[config.mk]
export PLATFORM = sky130hd
export DESIGN_NAME = alu_pipe
export DESIGN_NICKNAME = d
export VERILOG_FILES = /design/src/rtl/alu_pkg.sv /design/src/rtl/alu_iter.sv /design/src/rtl/alu_pipe.sv
export SDC_FILE = /design/constraint.sdc
export NUM_CORES = 1
export LEC_CHECK = 0
export ABC_AREA = 0
export ABC_CLOCK_PERIOD_IN_PS = 6800
export CAP_MARGIN = 20
export CORE_MARGIN = 2
export CORE_UTILIZATION = 64
export CTS_CLUSTER_SIZE = 40
export DETAILED_ROUTE_END_ITERATION = 16
export PLACE_DENSITY = 0.85
export SLEW_MARGIN = 10
export SYNTH_ARGS = -nofsm -noshare
export SYNTH_HDL_FRONTEND = slang
export SYNTH_SLANG_ARGS = --single-unit
[constraint.sdc]
create_clock -name clk -period 6.8 [get_ports clk]
set_input_delay 1.7 -clock clk [delete_from_list [all_inputs] [get_ports clk]]
set_output_delay 1.7 -clock clk [all_outputs]
set_load 0.02 [all_outputs]
[src/rtl/alu_pkg.sv]
// Shared encodings for the pipelined Hack ALU: comp codes, extended ops, FSM states.
package alu_pkg;

    localparam logic [5:0] H_ZERO = 6'b101010;
    localparam logic [5:0] H_ONE  = 6'b111111;
    localparam logic [5:0] H_NEG1 = 6'b111010;
    localparam logic [5:0] H_X    = 6'b001100;
    localparam logic [5:0] H_Y    = 6'b110000;
    localparam logic [5:0] H_NOTX = 6'b001101;
    localparam logic [5:0] H_NOTY = 6'b110001;
    localparam logic [5:0] H_NEGX = 6'b001111;
    localparam logic [5:0] H_NEGY = 6'b110011;
    localparam logic [5:0] H_XP1  = 6'b011111;
    localparam logic [5:0] H_YP1  = 6'b110111;
    localparam logic [5:0] H_XM1  = 6'b001110;
    localparam logic [5:0] H_YM1  = 6'b110010;
    localparam logic [5:0] H_ADD  = 6'b000010;
    localparam logic [5:0] H_XMY  = 6'b010011;
    localparam logic [5:0] H_YMX  = 6'b000111;
    localparam logic [5:0] H_AND  = 6'b000000;
    localparam logic [5:0] H_OR   = 6'b010101;

    localparam logic [2:0] OP_SHL  = 3'b000;
    localparam logic [2:0] OP_SHR  = 3'b001;
    localparam logic [2:0] OP_SAR  = 3'b010;
    localparam logic [2:0] OP_MUL  = 3'b011;
    localparam logic [2:0] OP_DIVU = 3'b100;
    localparam logic [2:0] OP_REMU = 3'b101;

    typedef enum logic [1:0] {IDLE, BUSY, FINISH} state_e;

    function automatic logic is_iter_op(input logic [6:0] op);
        return op[6] && (op[2:0] == OP_MUL || op[2:0] == OP_DIVU || op[2:0] == OP_REMU);
    endfunction

endpackage

[src/rtl/alu_iter.sv]
// Iterative datapath: shift-add multiply or restoring divide, one bit per cycle.
module alu_iter
    import alu_pkg::*;
#(
    parameter int WIDTH = 16
) (
    input  logic             clk,
    input  logic             rst,
    input  logic             start_i,
    input  logic             mode_mul_i,
    input  logic [WIDTH-1:0] a_i,
    input  logic [WIDTH-1:0] b_i,
    output logic             done_o,
    output logic [WIDTH-1:0] prod_o,
    output logic [WIDTH-1:0] quot_o,
    output logic [WIDTH-1:0] rem_o
);
    localparam int CW = $clog2(WIDTH + 1);

    logic [CW-1:0]    cnt_q, cnt_d;
    logic [WIDTH-1:0] p_q, p_d;
    logic [WIDTH-1:0] a_q, a_d;
    logic [WIDTH-1:0] b_q, b_d;
    logic             mul_q, mul_d;
    logic [WIDTH:0]   shifted;

    // p: accumulator (MUL) or partial remainder (DIV); a: multiplier or dividend/quotient
    always_comb begin
        cnt_d   = cnt_q;
        p_d     = p_q;
        a_d     = a_q;
        b_d     = b_q;
        mul_d   = mul_q;
        shifted = {p_q, a_q[WIDTH-1]};
        if (start_i) begin
            cnt_d = CW'(WIDTH);
            p_d   = '0;
            a_d   = a_i;
            b_d   = b_i;
            mul_d = mode_mul_i;
        end else if (cnt_q != '0) begin
            cnt_d = cnt_q - CW'(1);
            if (mul_q) begin
                if (a_q[0]) p_d = p_q + b_q;
                a_d = a_q >> 1;
                b_d = b_q << 1;
            end else if (shifted >= {1'b0, b_q}) begin
                // divisor of zero always lands here: quotient all ones, remainder = dividend
                p_d = WIDTH'(shifted - {1'b0, b_q});
                a_d = {a_q[WIDTH-2:0], 1'b1};
            end else begin
                p_d = shifted[WIDTH-1:0];
                a_d = {a_q[WIDTH-2:0], 1'b0};
            end
        end
    end

    always_ff @(posedge clk or posedge rst) begin
        if (rst) begin
            cnt_q <= '0;
            p_q   <= '0;
            a_q   <= '0;
            b_q   <= '0;
            mul_q <= 1'b0;
        end else begin
            cnt_q <= cnt_d;
            p_q   <= p_d;
            a_q   <= a_d;
            b_q   <= b_d;
            mul_q <= mul_d;
        end
    end

    // High while the final step is being taken this cycle
    assign done_o = (cnt_q == CW'(1));
    assign prod_o = p_q;
    assign quot_o = a_q;
    assign rem_o  = p_q;

endmodule

[src/rtl/alu_pipe.sv]
// Handshaked Hack ALU: single-cycle comp codes and shifts, iterative MUL/DIVU/REMU, registered flags.
module alu_pipe
    import alu_pkg::*;
#(
    parameter int WIDTH = 16
) (
    input  logic             clk,
    input  logic             rst,
    input  logic             in_valid,
    output logic             in_ready,
    input  logic [6:0]       opcode,
    input  logic [WIDTH-1:0] x,
    input  logic [WIDTH-1:0] y,
    output logic             out_valid,
    input  logic             out_ready,
    output logic [WIDTH-1:0] result,
    output logic             zr,
    output logic             ng
);
    localparam int SW = $clog2(WIDTH);

    state_e           state_q, state_d;
    logic [2:0]       op_q, op_d;
    logic [WIDTH-1:0] res_q, res_d;
    logic             zr_q, zr_d, ng_q, ng_d, vld_q, vld_d;

    logic [WIDTH-1:0] single_val, iter_val, wr_val;
    logic [WIDTH-1:0] prod, quot, rem;
    logic [SW-1:0]    sh;
    logic             fire, iter_op, start, wr_en, done, mode_mul;

    assign sh       = y[SW-1:0];
    assign in_ready = (state_q == IDLE) && (!vld_q || out_ready);
    assign fire     = in_valid && in_ready;
    assign iter_op  = is_iter_op(opcode);
    assign mode_mul = (opcode[2:0] == OP_MUL);

    always_comb begin
        single_val = '0;
        if (opcode[6]) begin
            case (opcode[2:0])
                OP_SHL:  single_val = x << sh;
                OP_SHR:  single_val = x >> sh;
                OP_SAR:  single_val = WIDTH'($signed(x) >>> sh);
                default: single_val = '0;
            endcase
        end else begin
            case (opcode[5:0])
                H_ZERO:  single_val = '0;
                H_ONE:   single_val = WIDTH'(1);
                H_NEG1:  single_val = '1;
                H_X:     single_val = x;
                H_Y:     single_val = y;
                H_NOTX:  single_val = ~x;
                H_NOTY:  single_val = ~y;
                H_NEGX:  single_val = -x;
                H_NEGY:  single_val = -y;
                H_XP1:   single_val = x + WIDTH'(1);
                H_YP1:   single_val = y + WIDTH'(1);
                H_XM1:   single_val = x - WIDTH'(1);
                H_YM1:   single_val = y - WIDTH'(1);
                H_ADD:   single_val = x + y;
                H_XMY:   single_val = x - y;
                H_YMX:   single_val = y - x;
                H_AND:   single_val = x & y;
                H_OR:    single_val = x | y;
                default: single_val = '0;
            endcase
        end
    end

    alu_iter #(.WIDTH(WIDTH)) u_iter (
        .clk        (clk),
        .rst        (rst),
        .start_i    (start),
        .mode_mul_i (mode_mul),
        .a_i        (mode_mul ? y : x),
        .b_i        (mode_mul ? x : y),
        .done_o     (done),
        .prod_o     (prod),
        .quot_o     (quot),
        .rem_o      (rem)
    );

    always_comb begin
        case (op_q)
            OP_MUL:  iter_val = prod;
            OP_DIVU: iter_val = quot;
            default: iter_val = rem;
        endcase
    end

    always_comb begin
        state_d = state_q;
        op_d    = op_q;
        start   = 1'b0;
        wr_en   = 1'b0;
        wr_val  = single_val;
        case (state_q)
            IDLE: begin
                if (fire) begin
                    if (iter_op) begin
                        start   = 1'b1;
                        op_d    = opcode[2:0];
                        state_d = BUSY;
                    end else begin
                        wr_en = 1'b1;
                    end
                end
            end
            BUSY: begin
                if (done) state_d = FINISH;
            end
            FINISH: begin
                // Wait here rather than overwrite a result the consumer has not taken
                if (!vld_q || out_ready) begin
                    wr_en   = 1'b1;
                    wr_val  = iter_val;
                    state_d = IDLE;
                end
            end
            default: state_d = IDLE;
        endcase
    end

    always_comb begin
        res_d = res_q;
        zr_d  = zr_q;
        ng_d  = ng_q;
        vld_d = vld_q;
        if (wr_en) begin
            res_d = wr_val;
            zr_d  = (wr_val == '0);
            ng_d  = wr_val[WIDTH-1];
            vld_d = 1'b1;
        end else if (out_ready) begin
            vld_d = 1'b0;
        end
    end

    always_ff @(posedge clk or posedge rst) begin
        if (rst) begin
            state_q <= IDLE;
            op_q    <= '0;
            res_q   <= '0;
            zr_q    <= 1'b1;
            ng_q    <= 1'b0;
            vld_q   <= 1'b0;
        end else begin
            state_q <= state_d;
            op_q    <= op_d;
            res_q   <= res_d;
            zr_q    <= zr_d;
            ng_q    <= ng_d;
            vld_q   <= vld_d;
        end
    end

    assign out_valid = vld_q;
    assign result    = res_q;
    assign zr        = zr_q;
    assign ng        = ng_q;

endmodule

# [Yosys cells after proc, flatten, opt, wreduce, memory -nomap -nowiden]
# Cells that the tools add are included.
[totals] reg_bits=78 out_inout_bits=20
[classes] add_sub_neg=12 magnitude_cmp=1 n_eq_ne=30 shifts=3 muxes=36 bitwise_logic=4 n_reduce_logical=19
[op_table] op="two-way mux 16 bit" n=17
[op_table] op="one-hot mux 16 bit (17 select lines)" n=1
[op_table] op="one-hot mux 16 bit (3 select lines)" n=1
[op_table] op="subtractor 16 bit" n=3
[op_table] op="equality test 6 bit, second input constant" n=7
[op_table] op="adder 16 x 1 -> 16 bit, second input constant" n=2
[op_table] op="adder 16 bit" n=2
[op_table] op="negation 16 bit" n=2
[op_table] op="NOT 16 bit" n=2
[op_table] op="subtractor 16 x 1 -> 16 bit, second input constant" n=2
[op_table] op="equality test 6 x 4 -> 1 bit, second input constant" n=4
[op_table] op="equality test 6 x 5 -> 1 bit, second input constant" n=3
[op_table] op="greater-or-equal comparator 17 x 16 -> 1 bit" n=1
[op_table] op="bitwise AND 16 bit" n=1
[op_table] op="zero test 16 bit" n=1
[op_table] op="OR 16 bit" n=1
[op_table] op="<< shifter 16 x 4 -> 16 bit" n=1
[op_table] op=">> shifter 16 x 4 -> 16 bit" n=1
[op_table] op=">>> shifter 16 x 4 -> 16 bit" n=1
[op_table] op="two-way mux 5 bit" n=2
[op_table] op="equality test 3 bit, second input constant" n=3
[op_table] op="two-way mux 1 bit" n=9
[op_table] op="two-way mux 2 bit" n=4
[op_table] op="!= test 2 bit, second input constant" n=4
[op_table] op="other kinds (22)" n=30

# [Longest topological paths before layout]
[depth] ltp_word=9 ltp_mapped=21 depth_no_buf=19

# [Modules after synthesis]
# From an unflattened synthesis, not the netlist that was laid out.
[unflattened] cells_unflattened=1596 hier_area_um2=11908.9
[by_module_without_submodules] module="alu_pipe" instances=1 cells_per_inst=1057 area_each_um2=7417.1 seq_area_each_um2=576.8
[by_module_without_submodules] module="alu_iter" instances=1 cells_per_inst=539 area_each_um2=4491.8 seq_area_each_um2=1351.3

# [Worst setup path after synthesis]
# Ideal clock, no wire load.
[synth_path] path_kind="input to register" startpoint="in x[1]" endpoint="reg zr_q, in the netlist zr" arrival_time_ns=5.568 path_slack_ns=1.146 stages=18 n_path_buf=1 cell_sequence="clkbuf_1 -> inv_1 -> ha_1 -> or3b_4 -> or3_4 -> o21ai_0 -> a21oi_1 -> ha_1 -> or3_1 -> or2_2 -> o221ai_1 -> o311ai_0 -> mux2i_1 -> o21ai_0 -> a21oi_1 -> a211oi_1 -> nand4_1 -> o31ai_2"
[synth_via] elab_chain_cells=6 elab_cells_between_ends=18 cone_classes="6 x add/sub; 3 x shift; 5 x mux; 3 x bitwise; 1 x reduce/logical"
[synth_rtl] item="start: declaration" line_no="alu_pipe.sv:12" rtl="input logic [WIDTH-1:0] x,"
[synth_rtl] item="subtractor 16 bit (tied with other cells)" line_no="alu_pipe.sv:64" rtl="H_YMX: single_val = y - x;"
[synth_rtl] item="one-hot mux 16 bit (17 select lines) / one-hot mux 16 bit (3 select lines) (equally long branches)" line_no="alu_pipe.sv:48, alu_pipe.sv:41"
[synth_rtl] item="two-way mux 16 bit *" line_no="alu_pipe.sv:40" rtl="if (opcode[6]) begin"
[synth_rtl] item="two-way mux 16 bit" line_no="alu_pipe.sv:116" rtl="if (!vld_q || out_ready) begin"
[synth_rtl] item="two-way mux 16 bit *" line_no="alu_pipe.sv:99" rtl="case (state_q)"
[synth_rtl] item="zero test 16 bit *" line_no="alu_pipe.sv:133" rtl="zr_d = (wr_val == '0);"
[synth_rtl] item="end signal: assignment" line_no="alu_pipe.sv:153" rtl="zr_q <= zr_d;"
[synth_rtl] item="end: declaration" line_no="alu_pipe.sv:25" rtl="logic zr_q, zr_d, ng_q, ng_d, vld_q, vld_d;"
# Every way passes the cells marked *; elsewhere a longest branch is shown, timed or not.
# A chain may end at the register's enable or synchronous reset.

# [Worst setup path in the final report]
[layout_path] startpoint="in x[0]" endpoint="reg zr_q, in the netlist zr"
# The elaborated chain is that of the path after synthesis.

==> flow_summary.toml <==
[drt]
drtIter0Drc = 1779
vias = 12900
post_drt_wl_per_cell_um = 23.3
drc = 0
drt_first_pass_iters = 6
ant_nets = 0
totalWireLength_um = 42100
vias_per_cell = 7.18

[clock_tree]
tritoncts.num_buffers = 9
clk_pin_slew_ns = 0.07
clk_latency_ns = 0.34
hold_buffers = 0
post_cts.repair.setup_buffers = 0
htree_levels = 3
cts-root-buf = "clkbuf_16"
clock_path_buffers = 2
cts_tree = "yes"
clock_sinks = 77
cts_resized = 0

[finish]
nFillCells = 1401
area_delta_synth_final_pct = 10.4
stdcell_area_um2 = 12500
final_layout_size_suffix_gt1_frac = 0.0868
ff_latch_area_um2 = 1930
final_cell_mix = "nand2_1, nor2_1, a21oi_1"
diodes = 0
nets = 1688
multiInputGateArea_um2 = 8690
final_common_cell = "nand2_1"

[grt]
grt_pass1_vias = 12300
gr-total-overflow = 0
grt_util_all_layers = 0.451
grt_max_degree = 78
antenna_found_initial = 0
grt_pass1_wl_um = 65700

[worst_setup_path]
cp_cell_sequence = "clkdlybuf4s50_1 > inv_1 > ha_1 > or3b_4 > or3_4 > o21ai_0 > a21oi_1 > ha_1 > or3_1 > or2_2 > o221ai_1 > o311ai_0 > mux2i_1 > a221oi_1 > o21ai_0 > nor2_1 > nand4_1 > o31ai_2"
worst-path-max-fanout = 6
slowest_delay_ns = 0.44
crit_path_end_kind = "flop"
required_ns = 7.06
crit_slowest_cell = "clkdlybuf4s50_1"
critPathKind = "input pin to flop"
cp-start-kind = "input pin"
crit_arrival_ns = 6.67

[timing]
skew_ns = 0.00873
setup_violations = 0
hold_violations = 0
fmax_mhz = 156
setup_ws_ns = 0.391
maxSlewViolCount = 0
tns_ns = 0
fin_crit_ns = 6.41
rsz0062_at_grt = "false"
slew-limit-headroom = 0.312
worst_pin_slew_ns = 1.03
fin_crit_sh = 0.943

[placement]
portBuffers = 62
dp_slack_ns = 0.181
dp_hpwl_um = 30800
dpl_cell_area_um2 = 12100
gp_congestion = 1.06

[pwr]
p_int_uw = 2200
power_frac_clock = 0.122
net-switching-power_uw = 2080
leakagePower_uw = 0.00507
ir_drop_uv = 472
p_sw_frac = 0.486
powerDensity_nw_per_um2 = 344
comb_power_share = 0.643
seqPwrFrac = 0.235

[logic_synthesis]
synthCells = 1565
synth_edf_count = 0
async_reset_ff_frac = 1.00
synth-seq-cells = 77
synth.distinct_cells = 88
seq_area_frac_synth = 0.171
syn_nets = 1679
synth_top_area_cell = "dfrtp_1"
synth_area_leaders = "dfrtp_1, ha_1, nand2_1"
yosysTopAreaCellShare = 0.169
synth.avg_cell_area_um2 = 7.21
syn_area_um2 = 11300
yosysWarnings = 0
synth_ff_type = "dfrtp_1"

[floorplan]
die_area_um2 = 18700
die_h_um = 137
rows = 48
placeableCoreArea_um2 = 17200
ioPinCount = 63
initial_core_util = 0.655
die_x_um = 137

[outcome]
outcome = "finished, final reports clean"

[hold_path]
min_path_type = "flop to flop"

[flow_run]
maxCapViolations = 0
-- final cells by class --
| type | instances | share of cell area |
|---|---|---|
| Clock buffer | 10 | 0.0184 |
| Clock inverter | 6 | 0.00703 |
| Inverter | 50 | 0.0152 |
| Multi-Input combinational cell | 1320 | 0.698 |
| Sequential cell | 77 | 0.155 |
| Tap cell | 225 | 0.0226 |
| Timing Repair Buffer | 116 | 0.0838 |
-- worst max-delay path: cells and delay by family --
kind	cells	cell delay [ns]
simple gates	6	1.80
buf+inv	2	0.61
mux	1	0.21
fa+ha+maj	2	0.49
compound gates	7	1.86
-- metrics by stage --
step           utilization  instances  hold WS [ns]  power, µW
2_1_floorplan            -       1565         0.450       2900
3_3_place_gp         0.702       1785         0.467       3500
3_5_place_dp         0.702       1785         0.474       3600
4_1_cts              0.720       1801         0.488       4170
5_1_grt              0.722       1804         0.509       4590
6_report             0.722       1804         0.484       4280
-- cells in the mapped netlist, types with 11 or more instances --
master	instances
a21oi_1	134
nand2_1	202
o211ai_1	24
nor3_1	40
clkbuf_1	90
dfrtp_1	76
nand3_1	34
xnor2_1	34
a31oi_1	37
o31ai_1	11
nand2b_1	16
a211oi_1	38
nor2b_1	21
nand4_1	14
mux4_2	12
xor2_1	21
inv_1	48
nor4_1	13
a21o_1	15
mux2i_1	54
and3_1	15
o22ai_1	15
nor2_1	139
mux2_2	27
o21a_1	16
ha_1	67
o21ai_0	128
-- state kept, by name (all words and copies together) (netlist names) --
register	flops
u_iter.prod_o	16
zr	1
u_iter.mul_q	1
state_q	2
u_iter.b_q	16
u_iter.quot_o	16
result	16
out_valid	1
op_q	3
u_iter.cnt_q	5
-- power by group through the flow --
stage	Combinational (µW)	Sequential, µW	Clock, µW
finish	2750	1000	522
global route	3020	1030	542
CTS	2660	988	523
detailed placement	2610	995	0
global placement	2520	984	0
floorplan	1970	931	0
-- per-layer routing --
metal,share of wire,vias up,wire length (µm),GRT usage
li1,-,5838,-,-
met1,0.37,5925,15400,0.561
met5,0,-,0,0
met2,0.45,935,19000,0.719
met3,0.11,250,4760,0.0826
met4,0.068,0,2850,0.290
-- worst paths after layout --
kind / end / slack (ns) / cells after the start / start
worst min-delay path: u_iter.b_q[15] / 0.48 / 2 / u_iter.b_q[15]
min in group asynchronous: u_iter.cnt_q[4] / 1.97 / 3 / rst
max in group asynchronous: u_iter.mul_q / 4.09 / 3 / rst
worst max register to register: zr / 2.85 / 10 / op_q[1]
worst max-delay path: zr / 0.39 / 18 / x[0]
worst min register to register: u_iter.b_q[15] / 0.48 / 2 / u_iter.b_q[15]
-- cells by family (layout without fill, tap and decap cells) --
family	after synthesis	count (layout)	synth area share
AND/OR/NAND/NOR	571	571	0.243
AO/OA/AOI/OAI	530	530	0.303
buffers and inverters	168	182	0.0600
multiplexers	93	93	0.0988
flip-flops	77	77	0.171
adder cells (fa/ha/maj)	71	71	0.0814
XOR/XNOR	55	55	0.0427
No activity file was read; power rests on OpenSTA's default activity.
